File: config.mk
export PLATFORM = sky130hd
export DESIGN_NAME = dds
export DESIGN_NICKNAME = d
export VERILOG_FILES = /design/src/rtl/dds_pkg.sv /design/src/rtl/dds_sine_rom.sv /design/src/rtl/dds.sv
export SDC_FILE = /design/constraint.sdc
export NUM_CORES = 1
export LEC_CHECK = 0
export BUFFER_PORTS_ARGS = -buffer_cell sky130_fd_sc_hd__clkbuf_2
export CORE_MARGIN = 10
export CORE_UTILIZATION = 55
export DETAILED_ROUTE_END_ITERATION = 12
export GPL_TIMING_DRIVEN = 0
export PLACE_DENSITY = 0.72
export SYNTH_ARGS = -nofsm -noshare
export SYNTH_HDL_FRONTEND = slang
export SYNTH_SLANG_ARGS = --single-unit
File: constraint.sdc
create_clock -name clk -period 6.97 [get_ports clk]
set_clock_uncertainty 0.05 [all_clocks]
set_input_delay 0.697 -clock clk [delete_from_list [all_inputs] [get_ports clk]]
set_output_delay 0.697 -clock clk [all_outputs]
set_load 0.1 [all_outputs]
File: src/rtl/dds_pkg.sv
// Shared constants and the quarter-wave sine table for the DDS.
package dds_pkg;

  // Sine lookup is addressed by the top 8 phase bits.
  localparam int LUT_ADDR_W = 8;
  // Quarter-wave table covers i = 0..64 inclusive so the peak is exact.
  localparam int QUARTER_LEN = 65;
  // Quarter-wave magnitudes fit in 7 bits (max 127).
  localparam int MAG_W = 7;
  // Offset-binary zero level.
  localparam logic [7:0] OFFSET = 8'h80;

  // Quadrant of the full-wave index k[7:6].
  typedef enum logic [1:0] {
    QUAD_POS_UP   = 2'd0,  // +Q[i]
    QUAD_POS_DOWN = 2'd1,  // +Q[64-i]
    QUAD_NEG_UP   = 2'd2,  // -Q[i]
    QUAD_NEG_DOWN = 2'd3   // -Q[64-i]
  } quadrant_e;

  // Q[i] = round(127*sin(2*pi*i/256)), i = 0..64.
  function automatic logic [MAG_W-1:0] quarter_sine(input logic [MAG_W-1:0] idx);
    case (idx)
      7'd0:  quarter_sine = 7'd0;
      7'd1:  quarter_sine = 7'd3;
      7'd2:  quarter_sine = 7'd6;
      7'd3:  quarter_sine = 7'd9;
      7'd4:  quarter_sine = 7'd12;
      7'd5:  quarter_sine = 7'd16;
      7'd6:  quarter_sine = 7'd19;
      7'd7:  quarter_sine = 7'd22;
      7'd8:  quarter_sine = 7'd25;
      7'd9:  quarter_sine = 7'd28;
      7'd10: quarter_sine = 7'd31;
      7'd11: quarter_sine = 7'd34;
      7'd12: quarter_sine = 7'd37;
      7'd13: quarter_sine = 7'd40;
      7'd14: quarter_sine = 7'd43;
      7'd15: quarter_sine = 7'd46;
      7'd16: quarter_sine = 7'd49;
      7'd17: quarter_sine = 7'd51;
      7'd18: quarter_sine = 7'd54;
      7'd19: quarter_sine = 7'd57;
      7'd20: quarter_sine = 7'd60;
      7'd21: quarter_sine = 7'd63;
      7'd22: quarter_sine = 7'd65;
      7'd23: quarter_sine = 7'd68;
      7'd24: quarter_sine = 7'd71;
      7'd25: quarter_sine = 7'd73;
      7'd26: quarter_sine = 7'd76;
      7'd27: quarter_sine = 7'd78;
      7'd28: quarter_sine = 7'd81;
      7'd29: quarter_sine = 7'd83;
      7'd30: quarter_sine = 7'd85;
      7'd31: quarter_sine = 7'd88;
      7'd32: quarter_sine = 7'd90;
      7'd33: quarter_sine = 7'd92;
      7'd34: quarter_sine = 7'd94;
      7'd35: quarter_sine = 7'd96;
      7'd36: quarter_sine = 7'd98;
      7'd37: quarter_sine = 7'd100;
      7'd38: quarter_sine = 7'd102;
      7'd39: quarter_sine = 7'd104;
      7'd40: quarter_sine = 7'd106;
      7'd41: quarter_sine = 7'd107;
      7'd42: quarter_sine = 7'd109;
      7'd43: quarter_sine = 7'd111;
      7'd44: quarter_sine = 7'd112;
      7'd45: quarter_sine = 7'd113;
      7'd46: quarter_sine = 7'd115;
      7'd47: quarter_sine = 7'd116;
      7'd48: quarter_sine = 7'd117;
      7'd49: quarter_sine = 7'd118;
      7'd50: quarter_sine = 7'd120;
      7'd51: quarter_sine = 7'd121;
      7'd52: quarter_sine = 7'd122;
      7'd53: quarter_sine = 7'd122;
      7'd54: quarter_sine = 7'd123;
      7'd55: quarter_sine = 7'd124;
      7'd56: quarter_sine = 7'd125;
      7'd57: quarter_sine = 7'd125;
      7'd58: quarter_sine = 7'd126;
      7'd59: quarter_sine = 7'd126;
      7'd60: quarter_sine = 7'd126;
      7'd61: quarter_sine = 7'd127;
      7'd62: quarter_sine = 7'd127;
      7'd63: quarter_sine = 7'd127;
      7'd64: quarter_sine = 7'd127;
      // Indices above 64 never occur; hold the peak for safety.
      default: quarter_sine = 7'd127;
    endcase
  endfunction

endpackage

File: src/rtl/dds_sine_rom.sv
// Combinational full-wave sine lookup built from the quarter-wave table.
// The 8-bit index is split into quadrant k[7:6] and offset k[5:0]; the
// quadrant selects mirroring (64-i) and negation around the 0x80 midpoint.
module dds_sine_rom
  import dds_pkg::*;
(
  input  logic [LUT_ADDR_W-1:0] i_addr,
  output logic [7:0]            o_sample
);

  quadrant_e        w_quad;
  logic [5:0]       w_fine;
  logic             w_mirror;
  logic             w_negate;
  logic [MAG_W-1:0] w_idx;
  logic [MAG_W-1:0] w_mag;
  logic [8:0]       w_sum;

  assign w_quad = quadrant_e'(i_addr[7:6]);
  assign w_fine = i_addr[5:0];

  // Decode the quadrant into mirror / negate controls.
  always_comb begin
    w_mirror = 1'b0;
    w_negate = 1'b0;
    case (w_quad)
      QUAD_POS_UP:   begin w_mirror = 1'b0; w_negate = 1'b0; end
      QUAD_POS_DOWN: begin w_mirror = 1'b1; w_negate = 1'b0; end
      QUAD_NEG_UP:   begin w_mirror = 1'b0; w_negate = 1'b1; end
      QUAD_NEG_DOWN: begin w_mirror = 1'b1; w_negate = 1'b1; end
    endcase
  end

  // Fold the index into 0..64, look up the magnitude and apply the offset.
  always_comb begin
    w_idx = {1'b0, w_fine};
    if (w_mirror) begin
      w_idx = 7'd64 - {1'b0, w_fine};
    end
    w_mag = quarter_sine(w_idx);
    if (w_negate) begin
      w_sum = {1'b0, OFFSET} - {2'b00, w_mag};
    end else begin
      w_sum = {1'b0, OFFSET} + {2'b00, w_mag};
    end
    // 128 +/- 127 always lands in 1..255, so the ninth bit stays clear.
    assert (w_sum[8] == 1'b0);
    o_sample = w_sum[7:0];
  end

endmodule

File: src/rtl/dds.sv
// Free-running direct digital synthesiser: a phase accumulator advances by
// a fixed tuning word every clock and its top 8 bits address a sine table.
// The output register samples the table using the pre-update phase, so the
// first edge after reset re-outputs the 0x80 midpoint.
module dds
  import dds_pkg::*;
#(
  parameter int                   ACC_WIDTH = 32,
  parameter logic [ACC_WIDTH-1:0] FTW       = 32'h0100_0000,
  parameter int                   OUT_WIDTH = 8
) (
  input  logic                 clk,
  input  logic                 rst,
  output logic [OUT_WIDTH-1:0] dds_out
);

  logic [ACC_WIDTH-1:0]  r_phase;
  logic [OUT_WIDTH-1:0]  r_out;
  logic [LUT_ADDR_W-1:0] w_addr;
  logic [7:0]            w_sample;

  // Only the top bits address the table; lower bits are plain truncation.
  assign w_addr = r_phase[ACC_WIDTH-1 -: LUT_ADDR_W];

  dds_sine_rom u_rom (
    .i_addr   (w_addr),
    .o_sample (w_sample)
  );

  // Phase accumulator: wraps modulo 2^ACC_WIDTH with no overflow flag.
  always_ff @(posedge clk or posedge rst) begin
    if (rst) begin
      r_phase <= '0;
    end else begin
      r_phase <= r_phase + FTW;
    end
  end

  // Output register: one-cycle registered sample of the current phase.
  always_ff @(posedge clk or posedge rst) begin
    if (rst) begin
      r_out <= OFFSET;
    end else begin
      r_out <= w_sample;
    end
  end

  assign dds_out = r_out;

endmodule

# ---- Word level (Yosys, flattened, before mapping)
# Memory sizes are Yosys's and may differ from the RTL's.
# Cells that the tools add are included.
dict set report word_totals {
  elab_cells 19
  ramBits 0
  mem_bits_ro 896
  memories 1
  out_inout_bits 8
  inputBits 2
  regBits 40
  latchBits 0
}
# memory words word_bits read_ports rd_clocked_by_memory_dff write_ports line
set memory_table {}
lappend memory_table {{(no name shown)} 128 7 1 0 0 dds_pkg.sv:23} ;# case (idx)
dict set report classes {
  n_div 0
  add_sub_neg 4
  shift 0
  reduce_logical 5
  multipliers 0
  magnitude_cmp 0
  muxes 4
  bitwise 0
  eq_ne 3
}
# op n
set op_table {}
lappend op_table {{adder 32 x 25 -> 32 bit, second input constant} 1}
lappend op_table {{adder 8 x 7 -> 8 bit, first input constant} 1}
lappend op_table {{2-to-1 mux 8 bit} 1}
lappend op_table {{OR reduction 2 bit} 4}
lappend op_table {{subtractor 8 x 7 -> 8 bit, first input constant} 1}
lappend op_table {{2-to-1 mux 7 bit} 1}
lappend op_table {{subtractor 7 x 6 -> 7 bit, first input constant} 1}
lappend op_table {{== test 2 bit, second input constant} 2}
lappend op_table {{case mux 1 bit (2 select lines)} 2}
lappend op_table {{== test 2 x 1 -> 1 bit, second input constant} 1}
lappend op_table {{zero test 2 bit} 1}

# ---- Longest topological paths before layout
# Gate-level depths: netlist of the first run.
# An unclocked memory read counts as a cell.
dict set report depth {
  word_depth 7
  depth_mapped 19
  ltp_nobuf 15
}

# ---- By module
# Synthesis of the first run repeated with hierarchy kept, for this count alone.
dict set report unflattened {
  cells_unflattened 195
  area_unflattened_um2 1689.1
}
# module seq_area_each_um2 instances area_per_inst_um2 cells_per_inst
set by_module_without_submodules {}
lappend by_module_without_submodules {dds_sine_rom 0.0 1 1167.4 162}
lappend by_module_without_submodules {dds 401.6 1 521.8 33}

# ---- Worst setup path before layout of the first run
# Ideal clock, no wire load.
dict set report synth_timing {
  path_kind {reg-to-reg}
  from {reg r_phase[24]}
  to {reg r_out[4] (netlist: dds_out[4])}
  required_ns 6.785
  setup_slack_ns 3.019
  stages_incl_launch_ff 19
  t_arrival_ns 3.766
  synth_period_minus_slack_ns 3.951
  path_cell_list {dfrtp_1 -> clkbuf_1 -> inv_1 -> ha_1 -> clkbuf_1 -> mux2i_1 -> inv_1 -> ha_1 -> clkbuf_1 -> mux2i_1 -> o32ai_1 -> a211o_1 -> o311ai_0 -> o211ai_1 -> and2_1 -> ha_1 -> inv_1 -> o31ai_1 -> xor2_1}
}
dict set report synth_via {
  elab_chain_len 5
  elab_cells_between_ends 6
}
# element line
set synth_rtl {}
lappend synth_rtl {{start, declared} dds.sv:17} ;# logic [ACC_WIDTH-1:0] r_phase;
lappend synth_rtl {{start signal, assigned} dds.sv:35} ;# r_phase <= r_phase + FTW;
lappend synth_rtl {{subtractor 7 x 6 -> 7 bit} dds_sine_rom.sv:38} ;# w_idx = 7'd64 - {1'b0, w_fine};
lappend synth_rtl {{2-to-1 mux 7 bit *} dds_sine_rom.sv:37} ;# if (w_mirror) begin
lappend synth_rtl {{memory read (128 x 7 bit) *} n/a}
lappend synth_rtl {{adder 8 x 7 -> 8 bit or subtractor 8 x 7 -> 8 bit (tied branches)} {dds_sine_rom.sv:44, dds_sine_rom.sv:42}}
lappend synth_rtl {{2-to-1 mux 8 bit *} dds_sine_rom.sv:41} ;# if (w_negate) begin
lappend synth_rtl {{net u_rom.o_sample[4]} dds_sine_rom.sv:8} ;# output logic [7:0] o_sample
lappend synth_rtl {{end signal, assigned} dds.sv:44} ;# r_out <= w_sample;
lappend synth_rtl {{end, declared} dds.sv:18} ;# logic [OUT_WIDTH-1:0] r_out;
# Mark *: on every way through the listed nets, which the timed path passes. The rest lies on a longest branch.

# ---- Worst setup path after layout of the first run
dict set report layout_timing {
  from {reg r_phase[24]}
  to {reg r_out[6] (netlist: dds_out[6])}
}
# The elaborated chain is that of the path after synthesis.

==> results.yml, run 1 <==
placement:
  pre_cts_slack_ps: 1920
  place_congestion: 0.916
  placedCellCount: 314
  io_buffers: 9
  dp_hpwl_um: 4180
  placed_area_mm2: 0.00215
clocking:
  cts_resized: 0
  cts-root-buf: "clkbuf_8"
  post-cts-setup-buffer-count: 0
  cts_htree_levels: 1
  cts_tree: "built"
  cts_buffer_depth: 2
  numCtsBuffers: 3
  cts_sinks: 16
  postCtsHoldBufs: 0
  clock_latency_ps: 250
  path_clk_slew_ps: 70
floorplanning:
  fp.dieW_um: 81.0
  die-area_mm2: 0.00656
  core_area_mm2: 0.00363
  initial_utilization_pct: 56.3
  die_h_um: 81.0
  ios: 10
  num_rows: 22
power_and_ir_drop:
  power.total_mw: 0.178
  intPower_mw: 0.143
  p_switching_mw: 0.0352
  p_sw_share_pct: 19.7
  leakage_nw: 0.843
  p_comb_share_pct: 1.1
  ir_drop_uv: 87.4
  clock_power_share_pct: 46.8
  power.density_mw_per_mm2: 80.9
  p_seq_share_pct: 52.0
setup_path:
  slowest_stage: "dfrtp_1"
  max_stage_delay_ps: 610
  startpoint_type: "flip-flop"
  setup.worst_path.end_class: "flip-flop"
  critPathRequiredTime_ps: 7090
  cp_max_fo: 12
  path_cells: "clkbuf_1 > inv_1 > ha_1 > clkbuf_1 > mux2i_1 > inv_1 > ha_1 > clkbuf_1 > nor2_1 > o32ai_1 > a211o_1 > o311ai_0 > o211ai_1 > and2_1 > ha_1 > inv_1 > o41ai_2 > xor2_1"
  cp.arrival_ps: 5300
  crit_type: "flip-flop to flip-flop"
detailed_routing:
  antenna_left: 0
  via_count: 2002
  first_pass_iters: 5
  vias_per_cell: 6.30
  drcViolationCount: 0
  routed_wl_um: 5640
  avgRoutedWirePerCell_um: 17.7
  first_iter_violations: 246
logic_synthesis:
  synth_nets: 269
  synth_xor_area_share_pct: 9.05
  synthMostInstantiatedCell: "nand2_1"
  synth-seq-area-share_pct: 19.6
  synthMuxAreaShare_pct: 2.94
  synth-simple-area-share_pct: 24.5
  synth_area_mm2: 0.00205
  synthAdderAreaFrac_pct: 6.12
  synth_edf_count: 0
  synth_compound_area_share_pct: 30.3
  synthTopCellsByCount: "nand2_1 (23), dfrtp_1 (15), nor2_1 (15)"
  ys_types: 66
  synth.largest_area_cell: "dfrtp_1"
  avgSynthCellArea_um2: 7.96
  ys_ff_latch: 16
  synth_cells: 257
  yosys_most_used_dff: "dfrtp_1"
  async_flop_share_pct: 100
  yosys.area.top_type_share_pct: 18.3
  ys_warn_count: 0
  synth_top_family_by_area: "compound AO/OA/AOI/OAI gates"
  netlist_top_cells_area: "dfrtp_1 (18%), ha_1 (6.1%), xnor2_1 (5.6%), nand2_1 (4.2%), a21oi_1 (3.4%)"
global_routing:
  antenna_found_initial: 0
  grt_max_degree: 17
  first_global_vias: 1903
  grt_remaining_overflow: 0
  grt_pass1_wl_um: 9640
  track_usage_pct: 18.1
sta:
  tightest_slew_ps: 807
  setup_tns_ps: 0
  whs_ps: 437
  max_freq_mhz: 193
  grt_setup_unrepaired: "no"
  period_minus_slack_ps: 5180
  relSlewSlack_pct: 44.7
  drv_slew: 0
  setup_ws_ps: 1790
  setup_viol: 0
  finalHoldViolCount: 0
  post-route-period-util_pct: 74.3
min_path:
  hold_class: "primary input to async pin"
layout:
  n_antenna_cell: 0
  fillers: 355
  syn_to_final_growth_pct: 7.83
  post-route-util_pct: 60.7
  drive_gt1_share_pct: 15.6
  fin_area_mm2: 0.00221
  final_nets: 283
  layoutNonFillerInstCount: 318
job:
  cap_violations: 0
run_status:
  outcome: "complete, no violations"
power by group through the flow:
| stage | clock [mW] | combinational [mW] | sequential [mW] |
|---|---|---|---|
| after floorplan | 0 | 0.00140 | 0.0946 |
| after global placement | 0 | 0.00208 | 0.0946 |
| after global routing | 0.0904 | 0.00262 | 0.0928 |
| final | 0.0836 | 0.00202 | 0.0929 |
| after detailed placement | 0 | 0.00221 | 0.0946 |
| after CTS | 0.0872 | 0.00221 | 0.0928 |
critical path, delay by kind of cell (launching register included):
| kind | cells | cell delay [ps] |
|---|---|---|
| compound gates | 5 | 1180 |
| fa+ha+maj | 3 | 660 |
| buf+inv | 6 | 1740 |
| xor+xnor | 1 | 190 |
| simple gates | 2 | 270 |
| flops | 1 | 610 |
| mux | 1 | 380 |
area by class of cell:
cell class	instances	area, µm²	share of cell area [%]
plain buffers	25	115	5.22
clock buffers	4	55.1	2.50
inverters	10	37.5	1.70
multi-input cells	206	1490	67.6
flip-flops and latches	16	402	18.2
well taps	48	60.1	2.72
repair buffers	9	45.0	2.04
sequential cells by signal, indices dropped and copies added (netlist names):
register / count
dds_out: 8
r_phase: 8
layer usage:
metal  global-route usage [%]  share of wire, %
met1                     24.1                43
met2                     30.1                49
met3                     2.10               7.6
met4                     5.19              0.73
met5                        0                 0
cell usage in the layout, fill, tap and decap left out, drive strengths merged, types with 3 or more instances in the layout:
master / count
clkbuf: 25
nand2: 24
nor2: 15
dfrtp: 15
a21oi: 14
o21ai: 14
xnor2: 13
buf: 13
inv: 10
ha: 10
nand2b: 7
o32ai: 7
nor2b: 6
mux2i: 6
xor2: 6
o211ai: 5
and2: 5
nand4: 5
a211oi: 5
or2: 4
nand3: 4
o31ai: 4
a31oi: 4
nor3: 3
or3: 3
o2111ai: 3
final timing paths:
kind	slack [ps]	start	cells after the start	to
worst min-delay path	440	rst	2	r_phase[26]
worst min register to register	660	r_phase[29]	2	r_phase[29]
max in group asynchronous	6040	rst	2	r_phase[25]
worst max-delay path	1790	r_phase[24]	18	dds_out[6]
worst max register to register	1790	r_phase[24]	18	dds_out[6]
min in group clk	660	r_phase[29]	2	r_phase[29]
kinds of logic after synthesis:
kind of cell               count (synthesis)
AOI/OAI and AO/OA                         80
xor gates and xnor gates                  19
adders and majority gates                 10
buffers and inverters                     35
DFF                                       16
muxes                                      6
and+or+nand+nor                           91
(Power assumes the default switching activity.)
==> run 2: changes to the inputs <==
- ABC_AREA: not set -> 1
- clock period: 6.97 -> 5.4 ns (I/O delays scaled with it)
==> run 2 against run 1 <==
  * Utilization rose by 2.3 points
  * Die area down 15%
  * Register-to-register slack better by 650 ps
  * Highest routed layer unchanged
  * Setup slack improved by 650 ps
  * Hold slack lost 200 ps
  * Fmax rose by 75%
  * Via count fell by 20%
  * Largest cell class unchanged
  * Final area is 20% lower
  * Cell count decreased by 5.3%
  * Power grew 13%
  * Sequential power increased by 29%
  * Critical path type unchanged
==> results.yml, run 2 <==
job:
  cap_violations: 0
setup_path:
  cp_num_cells: 20
  path_cells: "inv_2 > ha_1 > inv_1 > nand2_1 > nand2_4 > ha_1 > inv_1 > nand2_1 > nand2_1 > nand2_1 > nand3_1 > nand3_1 > nand2_1 > nor2_2 > ha_1 > nand2_1 > nand2_1 > nand2_1 > nand2_1 > inv_1"
  crit_top_cell: "nand2_1"
  ff2ff_path_depth: 20
  crit_family: "simple AND/OR/NAND/NOR gates"
  startpoint_type: "flip-flop"
  crit_type: "flip-flop to flip-flop"
  critPathRequiredTime_ps: 5540
  max_stage_delay_ps: 560
  setup.worst_path.end_class: "flip-flop"
  cp.arrival_ps: 3110
  rrSetupSlack_ps: 2440
  cp_max_fo: 12
  slowest_stage: "dfrtp_1"
  cp_num_buf_inv: 4
sta:
  finalHoldViolCount: 0
  grt_setup_unrepaired: "no"
  tightest_slew_ps: 640
  post-route-period-util_pct: 54.9
  period_minus_slack_ps: 2960
  setup_viol: 0
  setup_tns_ps: 0
  max_freq_mhz: 337
  relSlewSlack_pct: 57.0
  setup_ws_ps: 2440
  drv_slew: 0
logic_synthesis:
  ys_types: 28
  synth_nets: 269
  yosys.area.top_type_share_pct: 23.0
  synthTopCellsByCount: "nand2_1 (101), nand3_1 (36), inv_1 (25)"
  ys_ff_latch: 16
  netlist_top_cells_area: "nand2_1 (23%), dfrtp_1 (23%), nand3_1 (11%), ha_1 (7.6%), inv_1 (5.7%)"
  avgSynthCellArea_um2: 6.41
  synth_area_mm2: 0.00165
  async_flop_share_pct: 100
  ys_warn_count: 0
  yosys_most_used_dff: "dfrtp_1"
  synth-seq-area-share_pct: 24.4
  synth_cells: 257
  synth.largest_area_cell: "nand2_1"
  synth_edf_count: 0
  synthMostInstantiatedCell: "nand2_1"
detailed_routing:
  routed_wl_um: 3680
  first_pass_iters: 4
  vias_per_cell: 5.29
  avgRoutedWirePerCell_um: 12.2
  first_iter_violations: 113
  antenna_left: 0
  via_count: 1593
  drcViolationCount: 0
layout:
  layout_common_cells: "nand2_1 (101), nand3_1 (36), inv_1 (25), dfrtp_1 (15), nor2_1 (11)"
  final_common_cell: "nand2_1"
  drive_gt1_share_pct: 17.4
  fin_area_mm2: 0.00177
  post-route-util_pct: 63.0
  n_antenna_cell: 0
  final_nets: 283
  syn_to_final_growth_pct: 7.29
global_routing:
  grt_max_degree: 17
  antenna_found_initial: 0
  grt_pass1_wl_um: 5980
  first_global_vias: 1338
  grt_remaining_overflow: 0
  track_usage_pct: 13.3
placement:
  dp_hpwl_um: 2850
  place_congestion: 0.877
  io_buffers: 9
  placed_area_mm2: 0.00173
  pre_cts_slack_ps: 2460
floorplanning:
  die_h_um: 74.7
  initial_utilization_pct: 58.7
  die-area_mm2: 0.00559
  fp.dieW_um: 74.7
  num_rows: 19
  ios: 10
  core_area_mm2: 0.00281
clocking:
  cts_resized: 0
  cts_buffer_depth: 2
  cts_sinks: 16
  postCtsHoldBufs: 0
  cts_htree_levels: 1
  clock_latency_ps: 290
  numCtsBuffers: 3
  post-cts-setup-buffer-count: 0
  path_clk_slew_ps: 90
  cts-root-buf: "clkbuf_4"
  cts_tree: "built"
power_and_ir_drop:
  power.total_mw: 0.202
  power.density_mw_per_mm2: 114
  leakage_nw: 0.938
  ir_drop_uv: 160
run_status:
  outcome: "complete, no violations"
min_path:
  hold_class: "primary input to async pin"
[run 2: cell types whose count changed after synthesis, moves of 7 or more]
cell / previous run / this run
nand3_1: 4 / 36
xnor2_1: 13 / 0
inv_1: 10 / 25
clkbuf_1: 12 / 1
a21oi_1: 14 / 1
nand2b_1: 7 / 0
o21ai_0: 11 / 4
buf_2: 11 / 0
nand2_1: 23 / 101
[run 2: kinds of logic (layout without fill, tap and decap cells)]
| kind of cell | after synthesis | count (layout) | share of synthesized area, % |
|---|---|---|---|
| buffers and inverters | 38 | 51 | 11.3 |
| DFF | 16 | 16 | 24.4 |
| xor gates and xnor gates | 7 | 7 | 3.72 |
| AOI/OAI and AO/OA | 16 | 16 | 5.92 |
| and+or+nand+nor | 170 | 170 | 47.1 |
| adders and majority gates | 10 | 10 | 7.59 |
[run 2: area by class of cell]
class	count	area, µm²
multi-input combinational	203	1060
fill	261	1040
sequential	16	402
inverter	30	115
buffer	8	71.3
timing repair buffer	9	45.0
tap	31	38.8
clock buffer	4	36.3
[run 2: where the power goes]
group	total, mW	internal, mW	leakage, nW	switching, mW
Sequential	0.120	0.120	0.181	0
Clock	0.0793	0.0411	0.0210	0.0382
Combinational	0.00262	0.000296	0.736	0.00232
[run 2: per-layer routing]
layer  wire [µm]  vias up  share of wire [%]  global-route usage [%]
met4          48        0                1.3                    3.36
met5           0        -                  0                       0
met3         215        6                5.8                    3.94
met2        1750       41                 48                    21.8
met1        1670      713                 45                    16.8
li1            -      833                  -                       -
[run 2: final timing paths]
check / startpoint / endpoint
worst max register to register: r_phase[24] / dds_out[4]
min in group clk: r_phase[27] / r_phase[27]
worst max-delay path: r_phase[24] / dds_out[4]
worst min-delay path: rst / dds_out[5]
max in group asynchronous: rst / r_phase[24]
worst min register to register: r_phase[27] / r_phase[27]
[run 2: stage by stage]
step,hold WS (ps),cells
after floorplan,403,257
after global placement,487,297
after detailed placement,483,297
after CTS,248,301
after global routing,252,301
final,238,301
==> run 3: changes to the inputs <==
- clock period: 5.4 -> 2.9 ns (I/O delays scaled with it)
==> run 3 against run 2 <==
  * Flip-flop and latch count is the same
  * Die area unchanged
  * Hold slack gained 250 ps
  * Critical path type unchanged
  * Highest routed layer unchanged
==> results.yml, run 3 (same netlist as run 2, synthesis figures left out) <==
run_status:
  outcome: "complete, no violations"
sta:
  max_freq_mhz: 377
  relSlewSlack_pct: 57.5
  setup_viol: 0
  finalHoldViolCount: 0
  post-route-period-util_pct: 91.4
  setup_tns_ps: 0
  drv_slew: 0
  grt_setup_unrepaired: "yes"
  period_minus_slack_ps: 2650
  tightest_slew_ps: 632
global_routing:
  first_global_vias: 1344
  track_usage_pct: 13.4
  grt_pass1_wl_um: 6000
  grt_remaining_overflow: 0
  antenna_found_initial: 0
  grt_max_degree: 17
detailed_routing:
  first_pass_iters: 4
  vias_per_cell: 5.29
  drcViolationCount: 0
  via_count: 1612
  first_iter_violations: 85
  antenna_left: 0
  routed_wl_um: 3730
  avgRoutedWirePerCell_um: 12.2
clocking:
  clock_latency_ps: 290
  path_clk_slew_ps: 90
  cts_sinks: 16
  cts_tree: "built"
  cts_buffer_depth: 2
  numCtsBuffers: 3
  cts_htree_levels: 1
  cts-root-buf: "clkbuf_4"
min_path:
  hold_class: "flip-flop to flip-flop"
  worstHoldStart: "r_phase[24]"
  min_to: "r_phase[24]"
  min_path_cells: 1
layout:
  final_common_cell: "nand2_1"
  drive_gt1_share_pct: 19.7
  final_nets: 287
  post-route-util_pct: 64.7
  n_antenna_cell: 0
  syn_to_final_growth_pct: 10.2
  layout_common_cells: "nand2_1 (101), nand3_1 (36), inv_1 (25), dfrtp_1 (13), nor2_1 (10)"
power_and_ir_drop:
  p_switching_mw: 0.0759
  p_seq_share_pct: 59.2
  leakage_nw: 0.952
  ir_drop_uv: 300
  intPower_mw: 0.301
  clock_power_share_pct: 39.2
  power.density_mw_per_mm2: 208
  power.total_mw: 0.377
  p_comb_share_pct: 1.6
  p_sw_share_pct: 20.1
placement:
  io_buffers: 9
  place_congestion: 0.877
  dp_hpwl_um: 2850
floorplanning:
  die_h_um: 74.7
  num_rows: 19
  die-area_mm2: 0.00559
  core_area_mm2: 0.00281
  ios: 10
  initial_utilization_pct: 58.7
  fp.dieW_um: 74.7
setup_path:
  crit_type: "flip-flop to flip-flop"
  cp.arrival_ps: 2800
  rrSetupSlack_ps: 250
  r2r-start: "r_phase[25]"
  startpoint_type: "flip-flop"
  ff2ff_path_depth: 20
  critPathRequiredTime_ps: 3040
  rr_endpoint: "dds_out[4]"
  cp_max_fo: 9
  setup.worst_path.end_class: "flip-flop"
job:
  cap_violations: 0
## run 3: final cells by class
cell class	count	area, µm²
Multi-Input combinational cell	203	1070
Buffer	8	71.3
Sequential cell	16	404
Fill cell	266	990
Tap cell	31	38.8
Clock buffer	4	36.3
Timing Repair Buffer	13	77.6
Inverter	30	118
## run 3: worst max-delay path, stage by stage, from the launching register on
cell	delay [ps]
dfrtp_2	430
inv_1	90
ha_1	290
inv_1	40
nand2_1	90
nand2_4	110
ha_1	340
inv_1	50
nand2_1	90
nand2_1	60
nand2_1	50
nand3_1	70
nand3_1	80
nand2_1	90
nor2_4	140
ha_2	220
nand2_1	70
nand2_1	60
nand2_1	40
nand2_1	50
inv_1	40
## run 3: worst max-delay path by stage
stage | cells after the start | startpoint | endpoint | slack (ps)
4_1_cts | 20 | r_phase[24] | dds_out[4] | 60
3_3_place_gp | 20 | r_phase[24] | dds_out[4] | -10
6_report | 20 | r_phase[25] | dds_out[4] | 250
5_1_grt | 18 | r_phase[25] | dds_out[6] | 2
3_5_place_dp | 20 | r_phase[24] | dds_out[4] | -40
2_1_floorplan | 20 | r_phase[24] | dds_out[4] | 400
## run 3: power by group through the flow
stage / registers [mW] / clock network [mW] / logic [mW]
detailed placement: 0.227 / 0 / 0.00516
global route: 0.223 / 0.165 / 0.00670
floorplan: 0.227 / 0 / 0.00336
finish: 0.223 / 0.148 / 0.00598
CTS: 0.223 / 0.153 / 0.00619
global placement: 0.227 / 0 / 0.00509
## run 3: through the flow
step,area [µm²],setup slack [ps],instances,hold WS [ps]
floorplan,1650,402,257,153
global placement,1730,-9.65,297,314
detailed placement,1730,-37.0,297,319
CTS,1780,57.4,302,501
global route,1820,1.96,305,507
finish,1820,248,305,486
## run 3: layer usage
metal  vias to the layer above  GRT usage [%]  wire [µm]
li1                        840              -          -
met1                       721           16.8       1620
met2                        47           22.0       1810
met3                         4           3.94        255
met4                         0           3.36         39
met5                         -              0          0
## run 3: what timing repair did
action / in CTS / in global routing
gates resized for setup: 1 / 5
endpoints found under the hold margin: 8 / 0
setup buffers: 0 / 3
hold buffers: 1 / 0
endpoints found under the setup margin: 3 / 6
